### config.mk
export PLATFORM = sky130hd
export DESIGN_NAME = bcd_conv_sched
export DESIGN_NICKNAME = d
export VERILOG_FILES = /design/src/rtl/bcd_conv_sched.sv
export SDC_FILE = /design/constraint.sdc
export NUM_CORES = 1
export LEC_CHECK = 0
export BUFFER_PORTS_ARGS = -buffer_cell sky130_fd_sc_hd__buf_2
export CELL_PAD_IN_SITES_DETAIL_PLACEMENT = 0
export CELL_PAD_IN_SITES_GLOBAL_PLACEMENT = 2
export CORE_ASPECT_RATIO = 1.1
export CORE_UTILIZATION = 32
export CTS_CLUSTER_DIAMETER = 60
export DETAILED_ROUTE_END_ITERATION = 7
export PLACE_DENSITY_LB_ADDON = 0.1
export SYNTH_ARGS = -nofsm -noshare
export SYNTH_HDL_FRONTEND = slang
export SYNTH_SLANG_ARGS = --single-unit
### constraint.sdc
create_clock -name clk -period 7.02 [get_ports clk]
set_clock_uncertainty 0.05 [all_clocks]
set_input_delay 2.106 -clock clk [delete_from_list [all_inputs] [get_ports clk]]
set_output_delay 2.106 -clock clk [all_outputs]
set_load 0.005 [all_outputs]
### src/rtl/bcd_conv_sched.sv
// Round-robin scheduler sharing one 9-bit binary-to-BCD converter among N_REQ requesters.
// Build macro BCD_SELFCHECK_EN adds a sticky err output that checks every captured result.
module bcd_conv_sched #(
    parameter int N_REQ  = 3,
    parameter int ID_W   = 2,
    parameter int SETTLE = 1
) (
    input  logic               clk,
    input  logic               rst_n,
    input  logic [N_REQ-1:0]   req,
    input  logic [9*N_REQ-1:0] bin_flat,
    output logic [N_REQ-1:0]   ack,
    output logic               out_valid,
    input  logic               out_ready,
    output logic [ID_W-1:0]    out_id,
    output logic [3:0]         ones,
    output logic [3:0]         tens,
    output logic [3:0]         hundreds
`ifdef BCD_SELFCHECK_EN
    ,
    output logic               err
`endif
);
    localparam int SETTLE_EFF = (SETTLE < 1) ? 1 : SETTLE;
    localparam int CNT_W      = (SETTLE_EFF > 1) ? $clog2(SETTLE_EFF) : 1;

    typedef enum logic [1:0] {IDLE, CONV, HOLD} state_t;

    state_t           state;
    logic [8:0]       bin_q;
    logic [ID_W-1:0]  id_q;
    logic [ID_W-1:0]  ptr;
    logic [CNT_W-1:0] cnt;
    logic             gnt_found;
    logic [ID_W-1:0]  gnt_idx;
    logic [ID_W-1:0]  ptr_nxt;
    logic [8:0]       gnt_bin;
    logic [11:0]      conv_bcd;

    // Shift-and-add-3 conversion; result is {hundreds, tens, ones}.
    function automatic logic [11:0] bin2bcd(input logic [8:0] b);
        logic [20:0] sh;
        sh = {12'd0, b};
        for (int i = 0; i < 9; i++) begin
            if (sh[12:9]  >= 4'd5) sh[12:9]  = sh[12:9]  + 4'd3;
            if (sh[16:13] >= 4'd5) sh[16:13] = sh[16:13] + 4'd3;
            if (sh[20:17] >= 4'd5) sh[20:17] = sh[20:17] + 4'd3;
            sh = sh << 1;
        end
        return sh[20:9];
    endfunction

`ifdef BCD_SELFCHECK_EN
    function automatic logic bcd_ok(input logic [11:0] d, input logic [8:0] b);
        logic [9:0] sum;
        sum = 10'(d[11:8]) * 10'd100 + 10'(d[7:4]) * 10'd10 + 10'(d[3:0]);
        return (d[11:8] <= 4'd9) && (d[7:4] <= 4'd9) && (d[3:0] <= 4'd9) && (sum == {1'b0, b});
    endfunction
`endif

    assign conv_bcd = bin2bcd(bin_q);

    // Two descending passes: the second (lowest index at or after ptr) overrides the wrap-around pick.
    always_comb begin
        gnt_found = 1'b0;
        gnt_idx   = '0;
        gnt_bin   = '0;
        for (int i = N_REQ - 1; i >= 0; i--) begin
            if (req[i]) begin
                gnt_found = 1'b1;
                gnt_idx   = ID_W'(i);
                gnt_bin   = bin_flat[9*i +: 9];
            end
        end
        for (int i = N_REQ - 1; i >= 0; i--) begin
            if (req[i] && (i >= int'(ptr))) begin
                gnt_found = 1'b1;
                gnt_idx   = ID_W'(i);
                gnt_bin   = bin_flat[9*i +: 9];
            end
        end
    end

    assign ptr_nxt = (int'(gnt_idx) == N_REQ - 1) ? '0 : gnt_idx + 1'b1;

    always_ff @(posedge clk or negedge rst_n) begin
        if (!rst_n) begin
            state     <= IDLE;
            ack       <= '0;
            out_valid <= 1'b0;
            out_id    <= '0;
            ones      <= '0;
            tens      <= '0;
            hundreds  <= '0;
            bin_q     <= '0;
            id_q      <= '0;
            cnt       <= '0;
            ptr       <= '0;
`ifdef BCD_SELFCHECK_EN
            err       <= 1'b0;
`endif
        end else begin
            ack <= '0;
            case (state)
                IDLE: begin
                    if (gnt_found) begin
                        bin_q        <= gnt_bin;
                        id_q         <= gnt_idx;
                        ack[gnt_idx] <= 1'b1;
                        ptr          <= ptr_nxt;
                        cnt          <= CNT_W'(SETTLE_EFF - 1);
                        state        <= CONV;
                    end
                end
                CONV: begin
                    if (cnt == '0) begin
                        {hundreds, tens, ones} <= conv_bcd;
                        out_id    <= id_q;
                        out_valid <= 1'b1;
                        state     <= HOLD;
`ifdef BCD_SELFCHECK_EN
                        if (!bcd_ok(conv_bcd, bin_q)) err <= 1'b1;
`endif
                    end else begin
                        cnt <= cnt - 1'b1;
                    end
                end
                HOLD: begin
                    // Returning to IDLE here means the next grant is at least one edge later.
                    if (out_ready) begin
                        out_valid <= 1'b0;
                        state     <= IDLE;
                    end
                end
                default: state <= IDLE;
            endcase
        end
    end

endmodule

==> results_dict.tcl <==
set metrics [dict create \
    fp.dieW_um 83.4 \
    postCtsSetupRepairBufs 0 \
    critPathBufInv 4 \
    path_max_fanout 10 \
    drv_cap 0 \
    dieArea_mm2 0.00763 \
    areaGrowthSynthToFinish_pct 15.7 \
    finalCriticalPeriod_ns 5.67 \
    antenna_left 0 \
    die_y_um 91.5 \
    diodes 0 \
    mostFrequentLayoutCells "buf_2, nand2_1, dfrtp_1, nor2_1, o21ai_0" \
    synth_area_per_cell_um2 8.41 \
    crit_required_ns 7.17 \
    cpMostUsedCell "ha_1" \
    synthCells 277 \
    hold_class "flop to flop" \
    avgViaCountPerCell 5.26 \
    ys_types 58 \
    tightest_slew_ns 0.797 \
    drive_gt1_share_pct 20.3 \
    wl_per_cell_um 14.1 \
    final_common_cell "buf_2" \
    ctsRootBufferMaster "clkbuf_8" \
    crit_path_cell_trace "inv_1, ha_1, o21ai_0, xnor2_1, ha_1, nand2b_1, a32oi_4, xnor2_1, inv_1, ha_1, nor2b_1, nor2_1, nor2_1, a31oi_1, inv_1, ha_1, inv_1, ha_1, a21oi_1, xnor2_1, a21boi_1, mux2i_1, or3b_1, a31oi_1" \
    grt_pass1_wl_mm 9.47 \
    synth_nets 320 \
    grt-ovfl-total 0 \
    ys_ff_latch 32 \
    holdWs_ns 0.423 \
    hpwl_mm 4.30 \
    clk_path_buf_depth 2 \
    groute.usage.overall_pct 15.7 \
    grt_pass1_vias 2050 \
    setup.worst_path.start_class "flop" \
    grt_setup_unrepaired "no" \
    cts_hold_buffers 0 \
    cts_buffers 5 \
    path_class "flop to flop" \
    cts.sinks 32 \
    async_flop_share_pct 100 \
    std_cell_rows 32 \
    setup_viol 0 \
    antenna_found_initial 0 \
    io_buffers 49 \
    drv_slew 0 \
    yosys_warnings 0 \
    synthFlopType "dfrtp_1" \
    relSlewSlack_pct 46.8 \
    totalWireLength_mm 5.70 \
    h-tree-depth 2 \
    vias 2131 \
    critPathTopFamily "compound AO/OA/AOI/OAI gates" \
    hold_viol_final 0 \
    drt-pass1-iter-count 4 \
    crit_path_top_delay_cell "dfrtp_1" \
    status "complete, no violations" \
    cp-end-kind "flop" \
    max_stage_delay_ns 0.51 \
    coreArea_mm2 0.00705 \
    cts_tree "done" \
    cts_resized 0 \
    drt_iter0_drc 108 \
    arrival_ns 5.82 \
    fin_tns_setup_ns 0 \
    clk-insertion-delay-late_ns 0.28 \
    grt_max_degree 33 \
    netlist_area_mm2 0.00233 \
    start_util_pct 33.1 \
    layout.nets 362 \
    io_pins 51 \
    globalplace.congestion 0.776 \
    seq_area_frac_synth_pct 34.4 \
    drc 0 \
    synth-edff-count 0 \
    cts.clk_slew.worst_paths_ns 0.07 \
    fmax_mhz 177 \
    period_share_pct 80.7 \
]
synth_stat cells (all sizes together), types with 2 or more instances:
library cell	count	area share, %
nor3b	2	0.64
nor2b	7	1.9
nand2	38	6.1
a222oi	9	3.9
nor2	23	3.7
or3	4	1.1
or3b	2	0.86
o221ai	3	1.1
o211ai	2	0.64
a21o	6	1.9
a21oi	15	3.4
inv	17	2.7
o21a	3	1.3
and3	3	1.0
a221oi	2	0.75
xnor2	4	1.5
o21ai	28	6.0
and2	3	0.91
nor3	6	1.3
mux2	3	1.6
dfrtp	32	34
mux2i	6	2.6
o22a	2	0.75
a31oi	4	1.1
ha	10	5.4
nand2b	5	1.3
a211oi	3	0.97
a32oi	2	1.6
clkbuf	10	1.6
buf	4	1.8
xor2	2	0.75
or2	2	0.54
worst register-to-register path: stages, from the launching register on:
cell,delay [ns]
dfrtp_1,0.51
inv_1,0.10
ha_1,0.26
o21ai_0,0.21
xnor2_1,0.23
ha_1,0.27
nand2b_1,0.12
a32oi_4,0.29
xnor2_1,0.24
inv_1,0.14
ha_1,0.24
nor2b_1,0.16
nor2_1,0.09
nor2_1,0.05
a31oi_1,0.24
inv_1,0.12
ha_1,0.21
inv_1,0.05
ha_1,0.21
a21oi_1,0.11
xnor2_1,0.38
a21boi_1,0.29
mux2i_1,0.47
or3b_1,0.39
a31oi_1,0.17
sequential cells by signal, indices dropped and copies added, names as in the netlist:
register   cells
out_valid      1
hundreds       3
ptr            2
tens           4
bin_q          9
id_q           2
out_id         2
ack            3
ones           4
state          2
metal layers:
metal,track usage [%],routed length [µm]
met1,19.1,2560
met2,26.9,2860
met3,3.00,148
met4,6.61,138
met5,0,0
per-stage QoR:
step,instances,cell area (µm²),setup slack (ns),utilization (%)
after floorplan,277,2330,2.04,-
after global placement,397,2600,1.51,36.9
after detailed placement,397,2600,1.38,36.9
after CTS,405,2700,1.34,38.3
after global routing,405,2700,0.705,38.3
final,405,2700,1.35,38.3
area by class of cell:
class                   instances  area (µm²)
clock buffers                   7        86.3
clock inverters                 1        7.51
well taps                      85         106
repair buffers                 49         245
fillers                       760        4350
multi-input cells             214        1390
flip-flops and latches         32         801
inverters                      17        63.8
cells by family after synthesis:
kind of cell             Yosys count  share of synthesized area (%)
AO/OA/AOI/OAI                     90                           27.3
XOR/XNOR                           6                           2.26
multiplexers                       9                           4.19
adder cells (fa/ha/maj)           10                           5.37
flip-flops                        32                           34.4
AND/OR/NAND/NOR                   98                           20.2
other                              1                          0.161
buffers and inverters             31                           6.12
final timing paths:
check                                          start                   to  slack (ns)  depth (start not counted)
worst max-delay path            bin_q[7]$_DFFE_PN0P_  tens[3]$_DFFE_PN0P_        1.35                         24
worst min-delay path            bin_q[0]$_DFFE_PN0P_  ones[0]$_DFFE_PN0P_        0.42                          2
worst max register to register  bin_q[7]$_DFFE_PN0P_  tens[3]$_DFFE_PN0P_        1.35                         24
worst min register to register  bin_q[0]$_DFFE_PN0P_  ones[0]$_DFFE_PN0P_        0.42                          2
max in group asynchronous                      rst_n  tens[1]$_DFFE_PN0P_        4.63                          1
min in group asynchronous                      rst_n   ptr[1]$_DFFE_PN0P_        1.83                          1
Power is not shown: default switching activity piles up to over one toggle a cycle in this logic, so the estimate is an artifact.
